**config.mk**
```make
export PLATFORM = sky130hd
export DESIGN_NAME = activation_vector_serializer
export DESIGN_NICKNAME = d
export VERILOG_FILES = /design/src/rtl/nn_fixed_pkg.sv /design/src/rtl/activation_vector_serializer_relu_clamp.sv /design/src/rtl/activation_vector_serializer.sv
export SDC_FILE = /design/constraint.sdc
export NUM_CORES = 1
export LEC_CHECK = 0
export ABC_AREA = 1
export CAP_MARGIN = 30
export CORE_MARGIN = 2
export CORE_UTILIZATION = 45
export DETAILED_ROUTE_END_ITERATION = 16
export PLACE_DENSITY = 0.72
export SETUP_SLACK_MARGIN = 0.15
export SYNTH_ARGS = -nofsm -noshare
export SYNTH_HDL_FRONTEND = slang
export SYNTH_HIERARCHICAL = 1
export SYNTH_SLANG_ARGS = --single-unit
```
**constraint.sdc**
```tcl
create_clock -name clk -period 8.1 [get_ports clk]
set_clock_uncertainty 0.15 [all_clocks]
set_input_delay 2.43 -clock clk [delete_from_list [all_inputs] [get_ports clk]]
set_output_delay 2.43 -clock clk [all_outputs]
set_load 0.01 [all_outputs]
```
**src/rtl/nn_fixed_pkg.sv**
```systemverilog
// Shared definitions for fixed-point vector streaming blocks:
// the serializer state encoding and the index-width helper.
package nn_fixed_pkg;

    typedef enum logic [0:0] {
        IDLE   = 1'b0,
        STREAM = 1'b1
    } ser_state_e;

    // Width of an element index for a vector of 'size' elements (clog2, min 1).
    function automatic int idx_width(input int size);
        if (size > 1) begin
            return $clog2(size);
        end else begin
            return 1;
        end
    endfunction

endpackage

```
**src/rtl/activation_vector_serializer_relu_clamp.sv**
```systemverilog
// relu_clamp: combinational per-element clamp of a signed vector.
// Negative elements become zero; non-negative elements pass unchanged.
// Only instantiated when SERIALIZER_RELU_EN is defined.
module relu_clamp #(
    parameter int WIDTH = 10,
    parameter int SIZE  = 32
) (
    input  logic signed [WIDTH-1:0] vec_i [SIZE],
    output logic signed [WIDTH-1:0] vec_o [SIZE]
);

    // Clamp each element on its sign bit.
    always_comb begin
        for (int i = 0; i < SIZE; i++) begin
            if (vec_i[i][WIDTH-1]) begin
                vec_o[i] = '0;
            end else begin
                vec_o[i] = vec_i[i];
            end
        end
    end

endmodule

```
**src/rtl/activation_vector_serializer.sv**
```systemverilog
// activation_vector_serializer: captures one parallel activation vector and
// streams its elements 0..SIZE-1 with index and last flag over valid/ready.
// A new vector may be captured on the last beat of the current one, so
// continuous traffic streams without bubbles.
// Optional feature macro: SERIALIZER_RELU_EN (clamp negatives to zero at capture).
module activation_vector_serializer
    import nn_fixed_pkg::*;
#(
    parameter  int WIDTH = 10,
    parameter  int NFRAC = 5,
    parameter  int SIZE  = 32,
    localparam int IDXW  = idx_width(SIZE)
) (
    input  logic                    clk,
    input  logic                    reset,
    input  logic                    in_valid,
    output logic                    in_ready,
    input  logic signed [WIDTH-1:0] in_data [SIZE],
    output logic                    out_valid,
    input  logic                    out_ready,
    output logic signed [WIDTH-1:0] out_data,
    output logic [IDXW-1:0]         out_index,
    output logic                    out_last
);

    localparam logic [IDXW-1:0] LAST_IDX = IDXW'(SIZE - 1);

    // NFRAC is carried only for interface consistency; reject impossible configs.
    if ((NFRAC > WIDTH) || (NFRAC < 0) || (SIZE < 2)) begin : g_bad_cfg
        $error("activation_vector_serializer: invalid WIDTH/NFRAC/SIZE");
    end

    ser_state_e              state_q, state_d;
    logic [IDXW-1:0]         idx_q, idx_d;
    logic                    last_q, last_d;
    logic signed [WIDTH-1:0] vec_q [SIZE];
    logic signed [WIDTH-1:0] cap_s [SIZE];
    logic                    capture_s;

`ifdef SERIALIZER_RELU_EN
    relu_clamp #(
        .WIDTH (WIDTH),
        .SIZE  (SIZE)
    ) u_relu_clamp (
        .vec_i (in_data),
        .vec_o (cap_s)
    );
`else
    // Without the clamp the captured value is the input element, bit-exact.
    always_comb begin
        for (int i = 0; i < SIZE; i++) begin
            cap_s[i] = in_data[i];
        end
    end
`endif

    // Accept a vector when idle, or on the final beat of the current one.
    assign in_ready  = (state_q == IDLE) |
                       ((state_q == STREAM) & last_q & out_ready);
    assign capture_s = in_valid & in_ready;

    assign out_valid = (state_q == STREAM);
    assign out_index = idx_q;
    assign out_last  = last_q;
    assign out_data  = vec_q[idx_q];

    // Next-state logic: index walk, last flag and back-to-back reload.
    always_comb begin
        state_d = state_q;
        idx_d   = idx_q;
        last_d  = last_q;
        case (state_q)
            IDLE: begin
                if (in_valid) begin
                    state_d = STREAM;
                    idx_d   = '0;
                    last_d  = 1'b0;
                end else begin
                    state_d = IDLE;
                    idx_d   = '0;
                    last_d  = 1'b0;
                end
            end
            STREAM: begin
                if (out_ready) begin
                    if (idx_q == LAST_IDX) begin
                        if (in_valid) begin
                            state_d = STREAM;
                        end else begin
                            state_d = IDLE;
                        end
                        idx_d  = '0;
                        last_d = 1'b0;
                    end else begin
                        idx_d  = idx_q + IDXW'(1);
                        last_d = ((idx_q + IDXW'(1)) == LAST_IDX);
                    end
                end else begin
                    state_d = state_q;
                    idx_d   = idx_q;
                    last_d  = last_q;
                end
            end
            default: begin
                state_d = IDLE;
                idx_d   = '0;
                last_d  = 1'b0;
            end
        endcase
    end

    // Control registers; reset returns to IDLE at index 0.
    always_ff @(posedge clk) begin
        if (reset) begin
            state_q <= IDLE;
            idx_q   <= '0;
            last_q  <= 1'b0;
        end else begin
            state_q <= state_d;
            idx_q   <= idx_d;
            last_q  <= last_d;
        end
    end

    // Vector buffer: loaded only on an input handshake; reset wins over capture.
    always_ff @(posedge clk) begin
        if (reset) begin
            for (int i = 0; i < SIZE; i++) begin
                vec_q[i] <= '0;
            end
        end else if (capture_s) begin
            for (int i = 0; i < SIZE; i++) begin
                vec_q[i] <= cap_s[i];
            end
        end else begin
            for (int i = 0; i < SIZE; i++) begin
                vec_q[i] <= vec_q[i];
            end
        end
    end

endmodule

```
==> metrics, run 1 <==
GPL Wtd Cong=0.844; drt pass-1 iters=6; Total Routing Usage GR=0.245; Post-CTS Hold Fix Bufs=0; CP required=5.52 ns; Fillers=3039; WP data arrival=3.93 ns; post-synth net total=2308; Worst setup EP type=primary output; Seq/Total Area, Yosys=0.539; final worst setup slack=1.59 ns; fin nets=2569; Design Area, Final=20400 um2; Area contributors post-synth=edfxtp_1, dfxtp_1, nand3_1, nand2_1, inv_1; Static Leak=9.11 nW; final worst path period need=6.51 ns; starting DRC count in detailed routing=1293; Hold Crit Class=flip-flop to flip-flop; max_slew headroom=0.423; CP bufs+invs=2; Post-Place Cell Area=19100 um2; DR WL met2=21100 um; gate count after technology mapping=1981; DP Cell Count=2658; Total Wirelength=45300 um; Commonest cells post-synth=nand2_1, nand3_1, inv_1; Main synth FF type=edfxtp_1; Final Setup Violations=0; family with the most delay on the worst path=buffers and inverters; share of layout cells above drive strength 1=0.0454; setup TNS=0 ns; Sequential Power Share=0.474; outcome=finished, final reports clean; met3 wire len=3930 um; initial antenna violation count=1; Max Fanout on Critical Path=7; pin count of the biggest net entering global routing=171; Routed met1 length=18600 um; P_int=3.12 mW; vias in the first global route=13400; worst-margin pin slew=0.866 ns; CTS tree=done; initial core utilization=0.456; post-CTS setup buffer count=0; EDFF count, synth=180; Vias=13900; root buf cell=clkbuf_16; RSZ-0062 raised after global routing=false; Synth Cell Area=15700 um2; CP cell instances=clkdlybuf4s50_1 -> nor2_4 -> nor2_4 -> clkdlybuf4s50_1; Non-Filler Instances=2723; top-count cell post-synth=nand2_1; worst skew pair latency=0.51 ns; slowest stage cell, crit path=clkdlybuf4s50_1; # resized after CTS=0; Yosys top cell area share=0.345; setup slack after placement=1.60 ns; first-pass GRT wire length=69700 um; die height=191 um; IO Port Bufs=341; htree depth=2; vias per cell=5.09; Final period util=0.804; Comb pwr share=0.121; max-cap viol count=0; cell taking the most area after synthesis=edfxtp_1; R2R Setup Slk=5.11 ns; Num CTS Buffers=36; Mapped Avg Cell Area=7.91 um2; Reg clk slew, reported paths=0.06 ns; row count=68; post-synthesis cell type count=25; grt total ovfl=0; Core ar.=34400 um2; DR top layer=met4; kind of critical path=input port to primary output; drt drc=0; Net Sw Frac=0.239; critical path's largest stage delay=0.62 ns; Synth-to-Final Area Change=30.0%; dpl hpwl=30500 um; Ys Warns=6; die footprint=36300 um2; Final Max Slew Viols=0; Worst VDD drop=0.123 mV; part of the power in the clock network=0.405; I/O Pins=342; clk sinks=332; Synth Register Bits=332; PwrDens=201 nW/um2; fmax=154 MHz; Die Wd=191 um; asr flop ratio synth=0; final hold viol count=0; critical path startpoint category=input port; Max Buffers Root-to-Sink=3; Switch Pwr=0.979 mW; Post-DRT Antenna Nets=0; per-cell routed wire length=16.6 um
[cell families after synthesis]
| logic type | after synthesis | share of synthesized area |
|---|---|---|
| xor+xnor | 2 | 0.00112 |
| simple gates | 1033 | 0.280 |
| flops | 332 | 0.539 |
| fa+ha+maj | 3 | 0.00240 |
| compound gates | 148 | 0.0523 |
| buf+inv | 463 | 0.124 |
[cell type report]
class                   count  area [um2]  share of cell area
flip-flops and latches    332        8460               0.415
well taps                 455         569              0.0280
clock inverters            22         259              0.0127
multi-input cells        1186        5280               0.259
clock buffers              41         930              0.0457
repair buffers            355        3610               0.177
diodes                      1        2.50            0.000123
inverters                 331        1250              0.0615
[power by group through the flow]
stage	registers (mW)	clock network, mW	logic, mW
after floorplan	1.97	0	0.249
after global routing	1.95	1.74	0.547
after detailed placement	1.98	0	0.493
after CTS	1.94	1.68	0.498
after global placement	1.97	0	0.486
final	1.94	1.66	0.497
[worst paths after layout]
| check | depth (start not counted) | to | startpoint |
|---|---|---|---|
| setup reg to reg | 6 | vec_q[13][0] | out_valid |
| setup / recovery | 4 | in_ready | out_ready |
| hold / removal | 2 | vec_q[24][6] | vec_q[24][6] |
| hold reg to reg | 2 | vec_q[24][6] | vec_q[24][6] |
[flip-flops by register name, indices dropped and copies added, names as in the netlist, named ones only]
signal / flops
out_index: 5
out_last: 1
out_valid: 1
vec_q: 320
[cell usage in the layout (no fill, tap or decap), drive strengths merged, types with 15 or more instances in the layout]
cell           instances
dfxtp                152
clkdlybuf4s50        341
nand2                461
edfxtp               180
nand3                385
nor2                 186
o21ai                141
clkbuf                41
clkinv                15
inv                  330
[worst min-delay path: stages (launching register included)]
cell	delay (ns)
dfxtp_1	0.31
nand3_1	0.07
o21ai_1	0.06
[through the flow]
stage	total power [mW]	hold slack (ns)	util
after detailed placement	2.47	0.321	0.557
after global placement	2.46	0.315	0.555
final	4.10	0.327	0.592
after CTS	4.12	0.330	0.591
after global routing	4.24	0.348	0.592
after floorplan	2.22	0.301	-
[metal layers]
metal	vias up	track usage
met1	6368	0.320
li1	6779	-
met3	108	0.0484
met5	-	0
met4	0	0.0930
met2	617	0.403
No activity file was read; power rests on OpenSTA's default activity.
==> run 2, diff against run 1 <==
--- a/config.mk
+++ b/config.mk
@@ -10,7 +10,7 @@
 export CORE_MARGIN = 2
 export CORE_UTILIZATION = 45
 export DETAILED_ROUTE_END_ITERATION = 16
-export PLACE_DENSITY = 0.72
+export PLACE_DENSITY = 0.75
 export SETUP_SLACK_MARGIN = 0.15
 export SYNTH_ARGS = -nofsm -noshare
 export SYNTH_HDL_FRONTEND = slang
==> constraint.sdc (replaced) <==
create_clock -name clk -period 5.93 [get_ports clk]
set_clock_uncertainty 0.15 [all_clocks]
set_input_delay 1.779 -clock clk [delete_from_list [all_inputs] [get_ports clk]]
set_output_delay 1.779 -clock clk [all_outputs]
set_load 0.01 [all_outputs]
==> metrics, run 2 (synthesis results as in run 1) <==
outcome=finished, final reports clean; FF/Latch Area=8460 um2 (unchanged); max_slew headroom=0.342 (-0.0804); R2R Path End=vec_q[16][3]; Synth-to-Final Area Change=29.9% (about the same); setup TNS=0 ns (unchanged); root buf cell=clkbuf_16; dpl hpwl=31200 um (+2.4%); initial core utilization=0.456 (unchanged); IO Port Bufs=341 (unchanged); Core ar.=34400 um2 (unchanged); Final period util=0.881; setup slack after placement=0.730 ns (-0.869 ns); initial antenna violation count=3 (+2); Die Wd=191 um (unchanged); Num CTS Buffers=36 (unchanged); Design Area, Final=20300 um2 (about the same); I/O Pins=342 (unchanged); grt total ovfl=0 (unchanged); GPL Wtd Cong=0.889 (+5.4%); Worst VDD drop=0.166 mV (+35%); kind of critical path=flip-flop to primary output; max reg flops=320 (unchanged); Hold Crit Class=flip-flop to flip-flop; Largest Register=vec_q; final worst path period need=5.22 ns; final worst setup slack=0.708 ns (-0.882 ns); final hold viol count=0 (unchanged); CP required=4.00 ns (-1.52 ns); Max Fanout on Critical Path=34 (+27); Final Setup Violations=0 (unchanged); R2R Setup Slk=3.15 ns (-1.96 ns); starting DRC count in detailed routing=1318 (+1.9%); max-cap viol count=0 (unchanged); Reg clk slew, reported paths=0.06 ns (about the same); Max Buffers Root-to-Sink=3 (unchanged); fmax=191 MHz; most frequent cells in the layout=nand2_1, nand3_1, clkdlybuf4s50_1; die footprint=36300 um2 (unchanged); vias in the first global route=13500 (+0.33%); drt pass-1 iters=6 (unchanged); WP data arrival=3.29 ns (-0.64 ns); WHS Endpoint=vec_q[24][5]; share of layout cells above drive strength 1=0.0466 (+0.00118); row count=68 (unchanged); RSZ-0062 raised after global routing=false; per-cell routed wire length=16.8 um (+0.84%); drt drc=0 (unchanged); fin nets=2577 (+0.31%); clk sinks=332 (unchanged); Post-DRT Antenna Nets=0 (unchanged); Worst setup EP type=primary output; PwrDens=268 nW/um2 (+33%); Hold Path Cell Cnt=2 (unchanged); vias per cell=5.12 (+0.41%); worst skew pair latency=0.52 ns (about the same); worst hold margin=0.328 ns (+0.000593 ns); worst r2r src=out_valid; Multi-input gate area=5290 um2 (+0.17%); Post-CTS Hold Fix Bufs=0 (unchanged); Final Max Slew Viols=0 (unchanged); critical path startpoint category=flip-flop; Register-to-Register Path Depth=6 (unchanged); CTS tree=done; first-pass GRT wire length=70800 um (+1.6%); Fillers=3023 (-0.53%); die height=191 um (unchanged); Vias=14000 (+0.71%); Post-Place Cell Area=19200 um2 (+0.49%); htree depth=2 (unchanged); Static Leak=9.11 nW (about the same); Total Wirelength=45800 um (+1.1%); post-CTS setup buffer count=0 (unchanged); worst-margin pin slew=0.986 ns (+0.121 ns); hold_sp=vec_q[24][5]; most common cell after layout, fill and taps aside=nand2_1; # resized after CTS=0 (unchanged); pin count of the biggest net entering global routing=161 (-5.8%); Total Routing Usage GR=0.250 (+0.00448)
==> run 2: changes by cell type in the layout (fill, tap and decap cells not counted), sizes merged <==
cell	change
bufinv	-4
buf	+8
clkbuf	+4
inv	+1
clkinvlp	-2
diode	+1
==> run 2: how the worst max path moves through the flow <==
stage | end | depth (start not counted)
finish | out_data[4] | 11
global route | out_data[4] | 11
CTS | out_data[5] | 11
detailed placement | in_ready | 4
global placement | in_ready | 4
floorplan | vec_q[0][0] | 5
==> run 2: layout make-up <==
| class | instances | area share |
|---|---|---|
| diodes | 2 | 0.000246 |
| clock buffers | 45 | 0.0489 |
| clock inverters | 17 | 0.00572 |
| inverters | 331 | 0.0615 |
| multi-input cells | 1186 | 0.260 |
| flip-flops and latches | 332 | 0.416 |
| well taps | 455 | 0.0280 |
| repair buffers | 363 | 0.180 |
==> run 2: worst max-delay path, stage by stage, from the launching register on <==
cell	delay, ns
dfxtp_4	0.34
clkinv_2	0.41
buf_4	0.43
buf_4	0.28
nand3_1	0.13
nand3_1	0.10
nand2_1	0.19
nand2_1	0.08
nand2_1	0.09
nand2_1	0.05
nand2_1	0.12
clkdlybuf4s50_1	0.56
==> run 2: stage by stage <==
step	utilization	total power, mW	cells
floorplan	-	3.02	1981
global placement	0.559	3.36	2667
detailed placement	0.559	3.38	2667
CTS	0.592	5.50	2729
global route	0.592	5.66	2730
finish	0.592	5.46	2731
==> run 2: report_power, final <==
group          switching [mW]  total, mW  internal [mW]
logic                   0.363      0.689          0.325
registers              0.0574       2.65           2.59
clock network           0.896       2.13           1.23
==> run 2: layer usage <==
layer,GRT usage,vias to the layer above,share of wire
met5,0,-,0.00028
met2,0.417,619,0.48
met3,0.0467,99,0.082
met1,0.326,6463,0.41
li1,-,6787,-
met4,0.0841,2,0.033
==> run 3, diff against run 2 <==
--- a/config.mk
+++ b/config.mk
@@ -10,7 +10,7 @@
 export CORE_MARGIN = 2
 export CORE_UTILIZATION = 45
 export DETAILED_ROUTE_END_ITERATION = 16
-export PLACE_DENSITY = 0.75
+export PLACE_DENSITY_LB_ADDON = 0.25
 export SETUP_SLACK_MARGIN = 0.15
 export SYNTH_ARGS = -nofsm -noshare
 export SYNTH_HDL_FRONTEND = slang
==> metrics, run 3 (synthesis results as in run 1) <==
final hold viol count=0 (unchanged); Static Leak=9.13 nW (+0.18%); Total Wirelength=45300 um (-0.97%); clk sinks=332 (unchanged); die footprint=36300 um2 (unchanged); CP cell instances=inv_6 -> buf_4 -> nand2_1 -> nand3_1 -> nand3_1 -> nand2_1 -> nand2_1 -> nand2_1 -> nand2_1 -> nand2_1 -> clkdlybuf4s50_1; IO Port Bufs=341 (unchanged); root buf cell=clkbuf_16; max-cap viol count=0 (unchanged); vias per cell=5.02 (-1.9%); worst skew pair latency=0.52 ns (about the same); max_slew headroom=0.335 (-0.00782); critical path's largest stage delay=0.61 ns (+0.05 ns); setup TNS=0 ns (unchanged); post-CTS setup buffer count=0 (unchanged); Max Buffers Root-to-Sink=3 (unchanged); Max Fanout on Critical Path=79 (+130%); CTS tree=done; Final Max Slew Viols=0 (unchanged); max reg flops=320 (unchanged); starting DRC count in detailed routing=1121 (-15%); cell occurring most often along the worst timing path=nand2_1; most common cell after layout, fill and taps aside=nand2_1; Core ar.=34400 um2 (unchanged); CP required=4.00 ns (about the same); share of layout cells above drive strength 1=0.0466 (about the same); final worst path period need=5.22 ns (-0.000945 ns); drt pass-1 iters=5 (-1); first-pass GRT wire length=69600 um (-1.7%); power after layout=5.57 mW (+2.1%); pin count of the biggest net entering global routing=112 (-30%); Hold Path Cell Cnt=2 (unchanged); outcome=finished, final reports clean; fmax=192 MHz (about the same); die height=191 um (unchanged); DP Cell Count=2664 (-0.11%); # resized after CTS=0 (unchanged); Final period util=0.881 (about the same); RSZ-0062 raised after global routing=false; Final Setup Violations=0 (unchanged); WP data arrival=3.29 ns (about the same); drt drc=0 (unchanged); slowest stage cell, crit path=clkdlybuf4s50_1; Register-to-Register Path Depth=6 (unchanged); GPL Wtd Cong=0.907 (+2.0%); htree depth=2 (unchanged); fin nets=2575 (-0.078%); per-cell routed wire length=16.6 um (-1.0%); worst r2r src=out_valid; Multi-input gate area=5290 um2 (unchanged); Worst setup EP type=primary output; worst-margin pin slew=0.998 ns (+0.0117 ns); Levels on crit path=11 (unchanged); initial core utilization=0.456 (unchanged); Post-CTS Hold Fix Bufs=0 (unchanged); Fillers=3059 (+1.2%); I/O Pins=342 (unchanged); Worst VDD drop=0.171 mV (+2.9%); FF/Latch Area=8460 um2 (unchanged); Post-DRT Antenna Nets=0 (unchanged); initial antenna violation count=2 (-1); Vias=13700 (-1.9%); Non-Filler Instances=2732 (+0.037%); Num CTS Buffers=37 (+2.8%); Largest Register=vec_q; Total Routing Usage GR=0.244 (-0.00591); R2R Setup Slk=3.30 ns (+0.15 ns); most frequent cells in the layout=nand2_1, nand3_1, clkdlybuf4s50_1; Die Wd=191 um (unchanged); vias in the first global route=13100 (-2.9%); grt total ovfl=0 (unchanged); critical path startpoint category=flip-flop; CP endpoint=out_data[0]; PwrDens=274 nW/um2 (+1.9%); Reg clk slew, reported paths=0.06 ns (about the same); dpl hpwl=30600 um (-2.0%); CP bufs+invs=3 (-1); row count=68 (unchanged); kind of critical path=flip-flop to primary output; R2R Path End=vec_q[9][2]; family with the most delay on the worst path=buffers and inverters; Hold Crit Class=flip-flop to flip-flop; Synth-to-Final Area Change=30.1%
[run 3: cell types whose count changed in the layout (fill, tap and decap cells not counted)]
| cell | delta |
|---|---|
| buf_4 | -1 |
| inv_6 | -1 |
| clkinv_2 | +2 |
| clkbuf_1 | +3 |
| clkinv_1 | -2 |
| buf_12 | -2 |
| bufinv_16 | +1 |
| clkinv_4 | -1 |
| clkbuf_16 | +2 |
[run 3: layer usage]
layer	share of wire	global-route usage
met1	0.42	0.318
met3	0.077	0.0486
met4	0.029	0.0766
met2	0.48	0.408
met5	0	0
[run 3: worst min-delay path by stage]
stage,from,to
after floorplan,vec_q[18][2],vec_q[18][2]
after global placement,vec_q[29][3],vec_q[29][3]
after detailed placement,vec_q[20][3],vec_q[20][3]
after CTS,vec_q[24][2],vec_q[24][2]
after global routing,vec_q[28][0],vec_q[28][0]
final,vec_q[24][2],vec_q[24][2]
[run 3: power by group]
part,internal [mW],switching [mW]
Clock,1.34,0.908
Sequential,2.59,0.0599
Combinational,0.322,0.360
Total,4.25,1.33
[run 3: final cells by class]
type | count | area share
inverter | 331 | 0.0614
tap | 455 | 0.0279
clock inverter | 16 | 0.00645
antenna | 2 | 0.000246
multi-input combinational | 1186 | 0.259
sequential | 332 | 0.415
timing repair buffer | 360 | 0.178
clock buffer | 50 | 0.0519
[run 3: metrics by stage]
stage                     cell area, um2  utilization  worst slack, ns  hold WS [ns]
final                              20400        0.593            0.708         0.326
after global routing               20400        0.593            0.553         0.343
after CTS                          20400        0.593            0.720         0.330
after detailed placement           19200        0.558            0.723         0.322
after global placement             19200        0.557            0.760         0.314
after floorplan                    15700            -            0.747         0.301
[run 3: worst register-to-register path, stage by stage, from the launching register on]
cell and delay (ns):
dfxtp_1 0.36, inv_2 0.12, nor2_4 0.06, nor2_4 0.19, nand2_4 0.26, nand2_8 0.67, buf_12 0.45
